==> src/rtl/priv_intr_ctrl.sv <==
// Interrupt controller for the privilege block: synchronises NUM_SRC lines,
// latches pending bits, and hands one fixed-priority trap at a time to the pipeline.
module priv_intr_ctrl #(
  parameter int NUM_SRC     = 16,
  parameter int SYNC_STAGES = 2,
  parameter int CAUSE_W     = $clog2(NUM_SRC)
) (
  input  logic               CLK,
  input  logic               nRST,
  input  logic [NUM_SRC-1:0] irq_in,
  input  logic [NUM_SRC-1:0] edge_mode,
  input  logic [NUM_SRC-1:0] ie,
  input  logic               global_ie,
  input  logic [NUM_SRC-1:0] clear,
  input  logic               intr_ack,
  input  logic               mret,
  output logic [NUM_SRC-1:0] ip,
  output logic               intr_req,
  output logic [CAUSE_W-1:0] intr_cause,
  output logic               in_handler
);

  typedef enum logic [1:0] {IDLE, REQ, HANDLER} state_t;

  state_t state_reg;

  logic [SYNC_STAGES-1:0][NUM_SRC-1:0] sync_pipe_reg;
  logic [NUM_SRC-1:0] sync;
  logic [NUM_SRC-1:0] sync_d_reg;
  logic [NUM_SRC-1:0] set_vec;
  logic [NUM_SRC-1:0] clr_vec;
  logic [NUM_SRC-1:0] ip_next;
  logic [NUM_SRC-1:0] eligible;
  logic [CAUSE_W-1:0] winner;
  logic               cause_eligible;
  logic               ack_fire;

  always_ff @(posedge CLK or negedge nRST) begin
    if (!nRST) begin
      sync_pipe_reg <= '0;
      sync_d_reg    <= '0;
    end else begin
      for (int s = SYNC_STAGES - 1; s > 0; s--) begin
        sync_pipe_reg[s] <= sync_pipe_reg[s-1];
      end
      sync_pipe_reg[0] <= irq_in;
      sync_d_reg       <= sync;
    end
  end

  assign sync = sync_pipe_reg[SYNC_STAGES-1];

  assign eligible       = global_ie ? (ip & ie) : '0;
  assign cause_eligible = eligible[intr_cause];
  // Only an accepted ack (still-eligible cause) may auto-clear an edge source.
  assign ack_fire       = (state_reg == REQ) && cause_eligible && intr_ack;

  genvar gi;
  generate
    for (gi = 0; gi < NUM_SRC; gi++) begin : g_pend
      assign set_vec[gi] = edge_mode[gi] ? (sync[gi] & ~sync_d_reg[gi]) : sync[gi];
      assign clr_vec[gi] = clear[gi] |
                           (ack_fire & edge_mode[gi] & (intr_cause == CAUSE_W'(gi)));
      assign ip_next[gi] = set_vec[gi] | (ip[gi] & ~clr_vec[gi]);
    end
  endgenerate

  always_ff @(posedge CLK or negedge nRST) begin
    if (!nRST) begin
      ip <= '0;
    end else begin
      ip <= ip_next;
    end
  end

  // Descending scan so the lowest eligible index is the last one written.
  always_comb begin
    winner = '0;
    for (int i = NUM_SRC - 1; i >= 0; i--) begin
      if (eligible[i]) begin
        winner = CAUSE_W'(i);
      end
    end
  end

  always_ff @(posedge CLK or negedge nRST) begin
    if (!nRST) begin
      state_reg  <= IDLE;
      intr_req   <= 1'b0;
      intr_cause <= '0;
      in_handler <= 1'b0;
    end else begin
      case (state_reg)
        IDLE: begin
          if (|eligible) begin
            intr_cause <= winner;
            intr_req   <= 1'b1;
            state_reg  <= REQ;
          end
        end
        REQ: begin
          if (!cause_eligible) begin
            intr_req  <= 1'b0;
            state_reg <= IDLE;
          end else if (intr_ack) begin
            intr_req   <= 1'b0;
            in_handler <= 1'b1;
            state_reg  <= HANDLER;
          end
        end
        HANDLER: begin
          if (mret) begin
            in_handler <= 1'b0;
            state_reg  <= IDLE;
          end
        end
        default: begin
          intr_req   <= 1'b0;
          in_handler <= 1'b0;
          state_reg  <= IDLE;
        end
      endcase
    end
  end

endmodule

==> config.mk <==
export PLATFORM = sky130hd
export DESIGN_NAME = priv_intr_ctrl
export DESIGN_NICKNAME = d
export VERILOG_FILES = /design/src/rtl/priv_intr_ctrl.sv
export SDC_FILE = /design/constraint.sdc
export NUM_CORES = 1
export LEC_CHECK = 0
export BUFFER_PORTS_ARGS = -buffer_cell sky130_fd_sc_hd__buf_2
export CORE_UTILIZATION = 40
export CTS_CLUSTER_DIAMETER = 200
export DETAILED_ROUTE_END_ITERATION = 16
export GPL_ROUTABILITY_DRIVEN = 0
export PLACE_DENSITY = 0.65
export SLEW_MARGIN = 20
export SYNTH_ARGS = -nofsm -noshare
export SYNTH_HDL_FRONTEND = slang
export SYNTH_SLANG_ARGS = --single-unit
==> constraint.sdc <==
create_clock -name CLK -period 4.2 [get_ports CLK]
set_input_delay 0.42 -clock CLK [delete_from_list [all_inputs] [get_ports CLK]]
set_output_delay 0.42 -clock CLK [all_outputs]
set_load 0.02 [all_outputs]
Yosys cells after proc, flatten, opt, wreduce, memory -nomap -nowiden
Index checks and enable logic that the tools add are counted.
{"block": "totals", "reg_bits": 72, "inputBits": 69, "wordCells": 219}
{"block": "classes", "n_lt_le_gt_ge": 1, "eq_ne": 22, "muxes": 48, "bitwise": 131, "reduce_logical": 9}
{"cell": "$and A1 B1 Y1", "count": 64}
{"cell": "$mux W4", "count": 16}
{"cell": "$not A1 Y1", "count": 34}
{"cell": "$eq A4 B4 Y1 const B", "count": 8}
{"cell": "$or A1 B1 Y1", "count": 32}
{"cell": "$mux W1", "count": 23}
{"cell": "$and A16 B16 Y16", "count": 1}
{"cell": "$eq A4 B3 Y1 const B", "count": 4}
{"cell": "$mux W16", "count": 1}
{"cell": "$reduce_or A16 Y1", "count": 1}
{"cell": "$eq A4 B2 Y1 const B", "count": 2}
{"cell": "$mux W2", "count": 4}
{"cell": "$ne A2 B2 Y1 const B", "count": 4}
{"cell": "$pmux W1 S3", "count": 2}
{"cell": "$pmux W2 S3", "count": 1}
{"cell": "$reduce_and A3 Y1", "count": 2}
{"cell": "$lt A4 B5 Y1 const B", "count": 1}
{"cell": "$bmux W1 S4", "count": 1}
{"cell": "$eq A4 B1 Y1 const B", "count": 1}
{"cell": "$logic_not A4 Y1", "count": 1}
{"cell": "$reduce_and A4 Y1", "count": 1}
{"cell": "$ne A3 B3 Y1 const B", "count": 1}
{"cell": "$eq A2 B1 Y1 const B", "count": 1}
{"cell": "$eq A2 B2 Y1 const B", "count": 1}
{"cell": "3 further kinds", "count": 4}

Longest topological paths before layout
Gate-level depths: netlist of the first run.
{"block": "depth", "ltp_word": 18, "ltp_mapped": 7, "depth_no_buf": 5}

Least setup slack after synthesis of the first run
No wires, ideal clock.
{"block": "synth_path", "path_type": "register to register", "start": "register intr_cause[0]", "end": "register ip[3]", "setup_time_ps": 122, "arrival_ps": 1726, "slack_ps": 2353, "path_stages_with_launch": 5, "path_buffers": 0, "path_cell_list": "dfrtp_1 mux4_2 and4b_1 nand4_1 a32o_1"}
{"block": "synth_between", "elab_chain_len": 10, "word_cells_on_any_way": 11, "classes_between": "1 x eq/ne; 2 x mux; 6 x bitwise; 2 x reduce/logical"}
{"item": "from (decl)", "line_no": "19", "text": "output logic [CAUSE_W-1:0] intr_cause,"}
{"item": "from (signal assigned)", "line_no": "96", "text": "intr_cause <= winner;"}
{"item": "$bmux W1 S4", "line_no": "54", "text": "assign cause_eligible = eligible[intr_cause];"}
{"item": "$mux W1 (not written as such)", "line_no": "54"}
{"item": "$logic_and A1 B1 Y1 (2 in series)", "line_no": "56", "text": "assign ack_fire = (state_reg == REQ) && cause_eligible && intr_ack;"}
{"item": "$and A1 B1 Y1", "line_no": "63", "text": "(ack_fire & edge_mode[gi] & (intr_cause == CAUSE_W'(gi)));"}
{"item": "$and A1 B1 Y1 *", "line_no": "63"}
{"item": "$or A1 B1 Y1 *", "line_no": "62", "text": "assign clr_vec[gi] = clear[gi] |"}
{"item": "$not A1 Y1 *", "line_no": "64", "text": "assign ip_next[gi] = set_vec[gi] | (ip[gi] & ~clr_vec[gi]);"}
{"item": "$and A1 B1 Y1 *", "line_no": "64"}
{"item": "$or A1 B1 Y1 *", "line_no": "64"}
{"item": "net ip_next[3]", "line_no": "32", "text": "logic [NUM_SRC-1:0] ip_next;"}
{"item": "to (signal assigned)", "line_no": "72", "text": "ip <= ip_next;"}
{"item": "to (decl)", "line_no": "17", "text": "output logic [NUM_SRC-1:0] ip,"}
Mark *: on every way through the listed nets, which the timed path passes. The rest lies on a longest branch. The select of a mux whose other input is x is not followed.
A chain may end at the register's enable or synchronous reset.

Worst setup path after layout of the first run
{"block": "layout_path", "start": "register intr_cause[1]", "end": "register ip[15]"}
The elaborated chain is that of the path after synthesis.

==> insert_results.sql, run 1 <==
INSERT INTO impl_metrics (metric_group, metric, value, unit) VALUES
('run_status', 'run_status', 'finished, final reports clean', ''),
('logic_synthesis', 'synth.avg_cell_area', '11.3', 'um2'),
('logic_synthesis', 'share_of_the_yosys_chip_area_belonging_to_registers', '62.2', '%'),
('global_routing', 'largest_net_degree_at_the_start_of_global_routing', '73', ''),
('clock_tree', 'clk_root_buffer_cell', 'clkbuf_8', ''),
('clock_tree', 'clockBufferDepth', '2', ''),
('sta', 'setup_tns', '0', 'ns'),
('routing', 'ant_nets', '0', ''),
('final_layout', 'nNetsFinal', '422', ''),
('place', 'detailedPlace.worstSlack', '2.01', 'ns'),
('pwr', 'comb_power_share', '25.1', '%'),
('sta', 'setup-violations-final', '0', ''),
('worst_setup_path', 'critPathArrivalTime', '2.44', 'ns'),
('clock_tree', 'clk_transition_reported_paths', '0.08', 'ns'),
('pwr', 'power_report.internal_total', '1.30', 'mW'),
('worst_setup_path', 'crit_required', '4.44', 'ns'),
('sta', 'layout_min_cycle_time', '2.19', 'ns'),
('logic_synthesis', 'commonest_register_cell_after_synthesis', 'dfrtp_1', ''),
('sta', 'max_freq', '456', 'MHz'),
('logic_synthesis', 'post_synth_cell_types', '42', ''),
('worst_setup_path', 'critical_path_peak_fanout', '15', ''),
('logic_synthesis', 'synth_warnings', '0', ''),
('clock_tree', 'htree_levels', '3', ''),
('sta', 'post-route-period-util', '52.2', '%'),
('die', 'initial_utilization', '41.9', '%'),
('global_routing', 'overflow_after_grt', '0', ''),
('final_layout', 'mostFrequentLayoutCells', '89 x buf_2, 72 x dfrtp_1, 48 x nand2_1', ''),
('worst_setup_path', 'criticalPathCategory', 'reg -> reg', ''),
('routing', 'remaining_drc_errors', '0', ''),
('pwr', 'cellPowerDensity', '534', 'nW/um2'),
('routing', 'drt_pass1_iterations', '4', ''),
('pwr', 'clockPowerShare', '30.6', '%'),
('die', 'row_count', '30', ''),
('final_layout', 'commonest_non_fill_non_tap_cell_in_the_layout', 'buf_2', ''),
('die', 'die_width', '87.1', 'um'),
('pwr', 'leakage', '1.73', 'nW'),
('worst_hold_path', 'min-delay-path-class', 'in -> async', ''),
('sta', 'hold_viol', '0', ''),
('global_routing', 'grt_antenna_before_repair', '1', ''),
('logic_synthesis', 'share_of_synthesized_flip_flops_with_an_asynchronous_set_or_reset', '100', '%'),
('routing', 'route.vias.total', '2407', ''),
('sta', 'timing.max_slew.rel_slack', '41.7', '%'),
('pwr', 'ir_drop', '313', 'uV'),
('global_routing', 'grtUsageTotal', '21.2', '%'),
('place', 'dp_hpwl', '5320', 'um'),
('logic_synthesis', 'synth_top_area_share', '62.2', '%'),
('sta', 'fin_worst_skew', '0.00824', 'ns'),
('final_layout', 'area_growth_syn_to_layout', '26.6', '%'),
('clock_tree', 'clock_sink_count', '72', ''),
('final_layout', 'diodes', '0', ''),
('worst_setup_path', 'timing.critical_path.from_type', 'register', ''),
('routing', 'routed_wl', '7220', 'um'),
('sta', 'maxSlewViolCount', '0', ''),
('routing', 'detail_route.iter0.violations', '192', ''),
('clock_tree', 'cts_buffers', '9', ''),
('pwr', 'p_seq_share', '44.3', '%'),
('logic_synthesis', 'synth_nets', '325', ''),
('worst_setup_path', 'critPathCaptureType', 'register', ''),
('routing', 'wl_per_cell', '15.9', 'um'),
('logic_synthesis', 'yosys-top-cells-area', 'dfrtp_1 62%, nand2_1 6.2%, a32o_1 5.2%', ''),
('clock_tree', 'cts_tree', 'built', ''),
('sta', 'worstMarginPinSlew', '0.874', 'ns'),
('logic_synthesis', 'yosys_register_bits', '72', ''),
('logic_synthesis', 'synthDominantAreaCellType', 'dfrtp_1', ''),
('pwr', 'switching_share', '33.6', '%'),
('run', 'max-cap-violations', '0', ''),
('clock_tree', 'postCtsResizedCells', '0', ''),
('die', 'io_count', '91', ''),
('sta', 'grt_setup_unrepaired', 'no', ''),
('global_routing', 'wire_length_of_the_first_global_routing_pass', '11700', 'um'),
('global_routing', 'via_count_of_the_first_global_routing_pass', '2408', '');
==> routing by layer <==
metal	track usage, %	wire [um]	vias to the layer above
met3	6.73	428	10
met5	0	0	-
met2	33.4	3670	101
met1	26.9	3000	1165
met4	9.09	115	0
li1	-	-	1131
==> critical path: stages (launching register included) <==
cell	delay, ns
dfrtp_1	0.64
nand4_1	0.23
a311oi_2	0.45
and4bb_1	0.36
nand4_1	0.12
a32o_1	0.29
==> power by group through the flow <==
stage | Combinational (mW) | Clock (mW) | Sequential (mW)
floorplan | 0.289 | 0 | 0.889
global placement | 0.485 | 0 | 0.873
detailed placement | 0.485 | 0 | 0.879
CTS | 0.490 | 0.621 | 0.865
global route | 0.539 | 0.647 | 0.881
finish | 0.491 | 0.599 | 0.867
==> cell type report <==
type / instances / area, um2
Clock buffer: 10 / 128
Clock inverter: 6 / 92.6
Fill cell: 657 / 3240
Inverter: 16 / 60.1
Multi-Input combinational cell: 164 / 1010
Sequential cell: 72 / 1800
Tap cell: 96 / 120
Timing Repair Buffer: 90 / 453
==> cell usage after synthesis (2+ instances only) <==
cell type   n
a21oi_1     3
a22o_1      2
a22oi_1    10
a31oi_1     3
a32o_1     15
a41oi_1     2
and3_1      3
buf_2       3
dfrtp_1    72
inv_1      15
nand2_1    48
nand2b_1    3
nand3_1    17
nand4_1     7
nand4b_1    2
nor2_1     10
nor2b_1     9
o21ai_0     7
o311ai_0    2
==> through the flow <==
step	area, um2	util, %	hold slack (ns)	total power [mW]
6_report	3670	53.1	0.169	1.96
3_3_place_gp	3450	49.9	0.332	1.36
2_1_floorplan	2900	-	0.124	1.18
4_1_cts	3670	53.1	0.151	1.98
3_5_place_dp	3450	49.9	0.335	1.36
5_1_grt	3670	53.1	0.146	2.07
==> worst paths after layout <==
check                                 start          endpoint  slack [ns]  cells past startpoint
max                           intr_cause[1]            ip[15]        2.01                      5
min                                    nRST          sync[10]        0.17                      1
max reg2reg                   intr_cause[1]            ip[15]        2.01                      5
min reg2reg                sync_pipe_reg[6]           sync[6]        0.35                      0
max in group asynchronous              nRST  sync_pipe_reg[0]        3.44                      1
min in group CLK                  irq_in[5]  sync_pipe_reg[5]        0.17                      1
==> cells by family after synthesis <==
group	share of synthesized area, %
mux	0.777
flops	62.2
compound gates	15.9
buf+inv	2.85
simple gates	18.3
Note: power is estimated with default switching activity, not from simulation.
==> run 2, diff against run 1 <==
--- a/config.mk
+++ b/config.mk
@@ -10,7 +10,7 @@
 export CTS_CLUSTER_DIAMETER = 200
 export DETAILED_ROUTE_END_ITERATION = 16
 export GPL_ROUTABILITY_DRIVEN = 0
-export PLACE_DENSITY = 0.65
+export PLACE_DENSITY = 0.68
 export SLEW_MARGIN = 20
 export SYNTH_ARGS = -nofsm -noshare
 export SYNTH_HDL_FRONTEND = slang
==> constraint.sdc (replaced) <==
create_clock -name CLK -period 2 [get_ports CLK]
set_input_delay 0.2 -clock CLK [delete_from_list [all_inputs] [get_ports CLK]]
set_output_delay 0.2 -clock CLK [all_outputs]
set_load 0.02 [all_outputs]
==> run 2 against run 1 <==
Effect of this change: sequential share of layout area is 3.9 points lower; combinational power rose to 2.7 times the previous value; clock skew increased by 0.0016 ns; register-to-register slack got worse by 1.9 ns; global-route usage rose by 0.40 points; sequential cell count stayed put; hold slack lost 0.072 ns; critical path type unchanged.
==> insert_results.sql, run 2 (synthesized netlist as in run 1, its figures left out) <==
INSERT INTO impl_metrics (metric_group, metric, value, unit) VALUES
('worst_setup_path', 'critical-path-top-delay-family', 'simple AND/OR/NAND/NOR gates', ''),
('die', 'row_count', '30', ''),
('die', 'die_width', '87.1', 'um'),
('clock_tree', 'clk_root_buffer_cell', 'clkbuf_8', ''),
('sta', 'max_freq', '523', 'MHz'),
('die', 'design.die.area', '7590', 'um2'),
('worst_hold_path', 'whs_endpoint', 'ip[10]', ''),
('worst_setup_path', 'timing.critical_path.from_type', 'register', ''),
('final_layout', 'mostFrequentLayoutCells', '89 x buf_2, 72 x dfrtp_1, 48 x nand2_1', ''),
('worst_setup_path', 'rr_endpoint', 'ip[15]', ''),
('worst_setup_path', 'critical_path_peak_fanout', '8', ''),
('final_layout', 'share_of_cells_above_drive_strength_1', '33.2', '%'),
('final_layout', 'nNetsFinal', '454', ''),
('clock_tree', 'clk_latency', '0.35', 'ns'),
('place', 'dp_hpwl', '5640', 'um'),
('clock_tree', 'post-cts-setup-buffer-count', '0', ''),
('worst_setup_path', 'r2r_worst_path_depth', '7', ''),
('sta', 'layout_min_cycle_time', '1.91', 'ns'),
('worst_setup_path', 'criticalPathCategory', 'reg -> reg', ''),
('worst_setup_path', 'critPathArrivalTime', '2.15', 'ns'),
('place', 'io_buffers', '90', ''),
('routing', 'detail_route.iter0.violations', '181', ''),
('sta', 'timing.max_slew.rel_slack', '69.5', '%'),
('pwr', 'cellPowerDensity', '1100', 'nW/um2'),
('sta', 'worstMarginPinSlew', '0.458', 'ns'),
('sta', 'maxSlewViolCount', '0', ''),
('clock_tree', 'clockBufferDepth', '2', ''),
('routing', 'route.vias.total', '2514', ''),
('worst_setup_path', 'crit_required', '2.24', 'ns'),
('final_layout', 'commonest_non_fill_non_tap_cell_in_the_layout', 'buf_2', ''),
('routing', 'remaining_drc_errors', '0', ''),
('sta', 'grt_setup_unrepaired', 'no', ''),
('final_layout', 'diodes', '0', ''),
('worst_setup_path', 'highest_cell_delay_on_the_worst_timing_path', '0.47', 'ns'),
('sta', 'hold_viol', '0', ''),
('sta', 'setup_tns', '0', 'ns'),
('die', 'io_count', '91', ''),
('routing', 'drt_pass1_iterations', '4', ''),
('worst_setup_path', 'regToRegSetupSlack', '0.09', 'ns'),
('die', 'floorplan.core_area', '6910', 'um2'),
('run_status', 'run_status', 'finished, final reports clean', ''),
('worst_setup_path', 'critical_path.most_common_cell', 'buf_4', ''),
('global_routing', 'overflow_after_grt', '0', ''),
('pwr', 'leakage', '1.88', 'nW'),
('routing', 'drt-vias-per-instance', '5.18', ''),
('sta', 'setup-violations-final', '0', ''),
('clock_tree', 'cts_buffers', '9', ''),
('worst_setup_path', 'worst-path-stages', '7', ''),
('sta', 'post-route-period-util', '95.6', '%'),
('die', 'initial_utilization', '41.9', '%'),
('routing', 'wl_per_cell', '15.7', 'um'),
('global_routing', 'via_count_of_the_first_global_routing_pass', '2495', ''),
('sta', 'fin_worst_skew', '0.00980', 'ns'),
('final_layout', 'area_growth_syn_to_layout', '37.5', '%'),
('worst_setup_path', 'timing.critical_path.cells', 'buf_4 > nor2_1 > buf_4 > a22oi_1 > and4bb_2 > nand4_1 > a32o_1', ''),
('global_routing', 'wire_length_of_the_first_global_routing_pass', '12100', 'um'),
('routing', 'ant_nets', '0', ''),
('run', 'max-cap-violations', '0', ''),
('worst_hold_path', 'min-delay-path-class', 'in -> reg', ''),
('clock_tree', 'clock_sink_count', '72', ''),
('routing', 'routed_wl', '7630', 'um'),
('global_routing', 'largest_net_degree_at_the_start_of_global_routing', '39', ''),
('clock_tree', 'clk_transition_reported_paths', '0.08', 'ns'),
('worst_setup_path', 'critPathCaptureType', 'register', ''),
('final_layout', 'fin_cells', '485', ''),
('die', 'floorplan.die.height', '87.1', 'um'),
('pwr', 'ir_drop', '600', 'uV'),
('worst_setup_path', 'worst_path_max_delay_cell', 'dfrtp_1', ''),
('worst_hold_path', 'worstHoldStart', 'clear[10]', ''),
('worst_setup_path', 'reg2reg_from', 'intr_cause[0]', ''),
('clock_tree', 'htree_levels', '3', ''),
('worst_setup_path', 'worstPathBufferInverterCount', '2', ''),
('global_routing', 'grtUsageTotal', '21.6', '%'),
('global_routing', 'grt_antenna_before_repair', '0', ''),
('clock_tree', 'cts_tree', 'built', ''),
('place', 'place_inst', '453', ''),
('worst_hold_path', 'whs_path_depth', '4', '');
-- run 2: stage by stage --
stage | utilization (%) | power (mW) | setup slack (ns) | area [um2] | hold slack [ns]
floorplan | - | 2.47 | 0.153 | 2900 | -0.0956
global placement | 51.7 | 3.03 | 0.133 | 3570 | 0.184
detailed placement | 51.7 | 3.06 | 0.0885 | 3570 | 0.186
CTS | 57.4 | 4.36 | 0.0833 | 3960 | 0.0903
global route | 57.7 | 4.61 | 0.00393 | 3980 | 0.101
finish | 57.7 | 4.39 | 0.0878 | 3980 | 0.0971
-- run 2: worst max path at each step --
stage | start | to | slack, ns
floorplan | intr_cause[0] | ip[3] | 0.15
global placement | intr_cause[0] | ip[15] | 0.13
detailed placement | intr_cause[0] | ip[15] | 0.09
CTS | intr_cause[0] | ip[15] | 0.08
global route | intr_cause[3] | ip[15] | 0.004
finish | intr_cause[0] | ip[15] | 0.09
-- run 2: timing repair --
action,CTS,global route
hold endpoints to repair,50,0
setup endpoints to repair,0,11
hold buffers,17,0
gates resized for setup,0,4
-- run 2: area by class of cell --
type                            instances  area [um2]
Timing Repair Buffer                  122         748
Clock inverter                          5        81.3
Tap cell                               96         120
Multi-Input combinational cell        164        1030
Clock buffer                           10         138
Sequential cell                        72        1800
Fill cell                             633        2920
Inverter                               16        60.1
-- run 2: report_power, final --
group,total [mW],switching [mW],internal (mW)
clock network,1.28,0.555,0.729
logic,1.35,0.768,0.583
registers,1.76,0.143,1.61
-- run 2: tightest hold or removal path, stage by stage --
cell	delay [ns]
buf_2	0.08
nor2b_1	0.03
o21ai_0	0.06
nand2_1	0.05
-- run 2: routing by layer --
layer	wire (um)	GRT usage (%)	part of all wire (%)	vias up
li1	-	-	-	1195
met1	3290	27.7	43	1200
met2	3660	33.6	48	101
met3	515	6.45	6.7	18
met4	165	9.84	2.2	0
met5	0	0	0	-
==> run 3, diff against run 2 <==
--- a/config.mk
+++ b/config.mk
@@ -5,12 +5,12 @@
 export SDC_FILE = /design/constraint.sdc
 export NUM_CORES = 1
 export LEC_CHECK = 0
-export BUFFER_PORTS_ARGS = -buffer_cell sky130_fd_sc_hd__buf_2
 export CORE_UTILIZATION = 40
 export CTS_CLUSTER_DIAMETER = 200
+export CTS_CLUSTER_SIZE = 16
 export DETAILED_ROUTE_END_ITERATION = 16
+export DONT_BUFFER_PORTS = 1
 export GPL_ROUTABILITY_DRIVEN = 0
-export PLACE_DENSITY = 0.68
 export SLEW_MARGIN = 20
 export SYNTH_ARGS = -nofsm -noshare
 export SYNTH_HDL_FRONTEND = slang
==> run 3 against run 2 <==
Effect of this change: combinational power decreased by 8%; clock power decreased by 9%; utilization decreased by 4.8 points; sequential power about the same; clock-buffer cell count decreased by 1; maximum frequency increased by 0.21%; largest power group unchanged; design area decreased by 8.4%; global-route usage decreased by 0.18 points; power decreased by 4.7%; routed wire length decreased by 3.2%; clock skew decreased by 0.0029 ns; hold slack got worse by 0.085 ns.
==> insert_results.sql, run 3 (synthesized netlist as in run 1, its figures left out) <==
INSERT INTO impl_metrics (metric_group, metric, value, unit) VALUES
('run_status', 'run_status', 'finished, final reports clean', ''),
('final_layout', 'diodes', '0', ''),
('final_layout', 'share_of_cells_above_drive_strength_1', '17.6', '%'),
('worst_setup_path', 'worstPathBufferInverterCount', '0', ''),
('routing', 'remaining_drc_errors', '0', ''),
('sta', 'post-route-period-util', '95.4', '%'),
('worst_hold_path', 'min-delay-path-class', 'in -> reg', ''),
('routing', 'ant_nets', '0', ''),
('final_layout', 'nNetsFinal', '383', ''),
('clock_tree', 'clk_latency', '0.35', 'ns'),
('routing', 'routed_wl', '7380', 'um'),
('die', 'initial_utilization', '41.9', '%'),
('clock_tree', 'clk_root_buffer_cell', 'clkbuf_8', ''),
('sta', 'max_freq', '524', 'MHz'),
('global_routing', 'grt_antenna_before_repair', '0', ''),
('die', 'row_count', '30', ''),
('die', 'io_count', '91', ''),
('sta', 'setup_tns', '0', 'ns'),
('pwr', 'comb_power_share', '29.6', '%'),
('worst_setup_path', 'critical-path-top-delay-family', 'compound AO/OA/AOI/OAI gates', ''),
('global_routing', 'grtUsageTotal', '21.4', '%'),
('sta', 'layout_min_cycle_time', '1.91', 'ns'),
('die', 'floorplan.core_area', '6910', 'um2'),
('routing', 'dr.max_layer_used', 'met4', ''),
('routing', 'wl_per_cell', '17.8', 'um'),
('place', 'io_buffers', '0', ''),
('pwr', 'p_seq_share', '42.4', '%'),
('worst_setup_path', 'critical_path.most_common_cell', 'nand4_1', ''),
('routing', 'route.met2.wl', '3550', 'um'),
('worst_setup_path', 'crit_required', '2.24', 'ns'),
('routing', 'detail_route.iter0.violations', '173', ''),
('worst_setup_path', 'timing.critical_path.cells', 'nand4_1 > a311oi_2 > and4b_1 > nand4_1 > a32o_1', ''),
('sta', 'grt_setup_unrepaired', 'no', ''),
('place', 'dp_hpwl', '5340', 'um'),
('routing', 'wirelength_met1', '3130', 'um'),
('worst_setup_path', 'criticalPathCategory', 'reg -> reg', ''),
('die', 'design.die.area', '7590', 'um2'),
('routing', 'drt_pass1_iterations', '4', ''),
('clock_tree', 'clock_sink_count', '72', ''),
('pwr', 'total_switching_power', '1.44', 'mW'),
('global_routing', 'largest_net_degree_at_the_start_of_global_routing', '73', ''),
('worst_setup_path', 'worst_path_max_delay_cell', 'dfrtp_2', ''),
('clock_tree', 'cts_buffers', '9', ''),
('final_layout', 'finish.instance_area', '3650', 'um2'),
('worst_setup_path', 'critPathArrivalTime', '2.14', 'ns'),
('die', 'floorplan.die.height', '87.1', 'um'),
('clock_tree', 'clockBufferDepth', '2', ''),
('worst_setup_path', 'timing.critical_path.from_type', 'register', ''),
('global_routing', 'via_count_of_the_first_global_routing_pass', '2279', ''),
('final_layout', 'area_growth_syn_to_layout', '26.0', '%'),
('routing', 'route.vias.total', '2243', ''),
('pwr', 'leakage', '1.61', 'nW'),
('final_layout', 'fill_cells', '639', ''),
('sta', 'timing.max_slew.rel_slack', '68.7', '%'),
('pwr', 'ir_drop', '669', 'uV'),
('routing', 'drt-vias-per-instance', '5.40', ''),
('final_layout', 'commonest_non_fill_non_tap_cell_in_the_layout', 'dfrtp_1', ''),
('sta', 'maxSlewViolCount', '0', ''),
('run', 'max-cap-violations', '0', ''),
('sta', 'worstMarginPinSlew', '0.466', 'ns'),
('global_routing', 'overflow_after_grt', '0', ''),
('sta', 'hold_viol', '0', ''),
('place', 'postPlaceCellArea', '3210', 'um2'),
('worst_setup_path', 'critical_path_peak_fanout', '8', ''),
('clock_tree', 'clk_transition_reported_paths', '0.08', 'ns'),
('clock_tree', 'htree_levels', '3', ''),
('worst_setup_path', 'critPathCaptureType', 'register', ''),
('sta', 'fin_worst_skew', '0.00691', 'ns'),
('pwr', 'power_report.internal_total', '2.74', 'mW'),
('die', 'die_width', '87.1', 'um'),
('final_layout', 'final_core_util', '52.8', '%'),
('global_routing', 'wire_length_of_the_first_global_routing_pass', '11900', 'um'),
('sta', 'setup-violations-final', '0', ''),
('worst_setup_path', 'highest_cell_delay_on_the_worst_timing_path', '0.44', 'ns'),
('clock_tree', 'cts_tree', 'built', ''),
('routing', 'wl_met3', '520', 'um'),
('pwr', 'cellPowerDensity', '1150', 'nW/um2'),
('pwr', 'switching_share', '34.4', '%'),
('pwr', 'clockPowerShare', '28.0', '%'),
('final_layout', 'mostFrequentLayoutCells', '71 x dfrtp_1, 48 x nand2_1, 30 x buf_4', '');
-- run 3: cell count changes in the layout (fill, tap and decap cells not counted), sizes merged --
cell         change
bufinv           -1
inv              +2
dlygate4sd3      +3
buf             -74
clkinv           +1
clkbuf           -1
-- run 3: layout make-up --
| class | count | area (um2) | share of cell area (%) |
|---|---|---|---|
| flip-flops and latches | 72 | 1800 | 49.4 |
| inverters | 16 | 60.1 | 1.65 |
| well taps | 96 | 120 | 3.29 |
| repair buffers | 51 | 453 | 12.4 |
| multi-input cells | 164 | 1010 | 27.7 |
| clock buffers | 9 | 124 | 3.39 |
| clock inverters | 7 | 77.6 | 2.13 |
-- run 3: what timing repair did --
action | CTS | global route
resized for setup | 0 | 2
setup endpoints to repair | 0 | 9
hold endpoints to repair | 90 | 0
hold buffers | 21 | 0
buffers inserted | 0 | 1
-- run 3: power by group through the flow --
stage	registers (mW)	logic, mW	clock network, mW
2_1_floorplan	1.87	0.607	0
3_3_place_gp	1.80	1.14	0
3_5_place_dp	1.80	1.15	0
4_1_cts	1.77	1.22	1.21
5_1_grt	1.80	1.35	1.27
6_report	1.78	1.24	1.17
-- run 3: per-layer routing --
layer / global-route usage (%) / up-vias
met5: 0 / -
li1: - / 1056
met2: 33.0 / 78
met4: 8.49 / 0
met3: 9.19 / 18
met1: 26.5 / 1091
-- run 3: tightest hold or removal path: cells and delay by family --
kind,cells,cell delay (ns)
AND/OR/NAND/NOR,3,0.13
-- run 3: through the flow --
step | setup slack (ns) | hold slack, ns | total power [mW] | cells
finish | 0.0918 | 0.0125 | 4.18 | 415
global route | 0.00231 | 0.00820 | 4.42 | 415
CTS | 0.0500 | 0.00273 | 4.21 | 414
detailed placement | 0.0684 | -0.0932 | 2.95 | 377
global placement | 0.120 | -0.0936 | 2.93 | 377
floorplan | 0.153 | -0.0956 | 2.47 | 256
-- run 3: path summary, 6_finish.rpt --
check                             startpoint       endpoint  slack (ns)  cells after the start
min                             edge_mode[9]          ip[9]        0.01                      3
min in group asynchronous               nRST         ip[11]        0.40                      2
min reg2reg                sync_pipe_reg[15]       sync[15]        0.35                      0
max                            intr_cause[1]          ip[3]        0.09                      5
max reg2reg                    intr_cause[1]          ip[3]        0.09                      5
max in group asynchronous               nRST  intr_cause[1]        1.29                      2
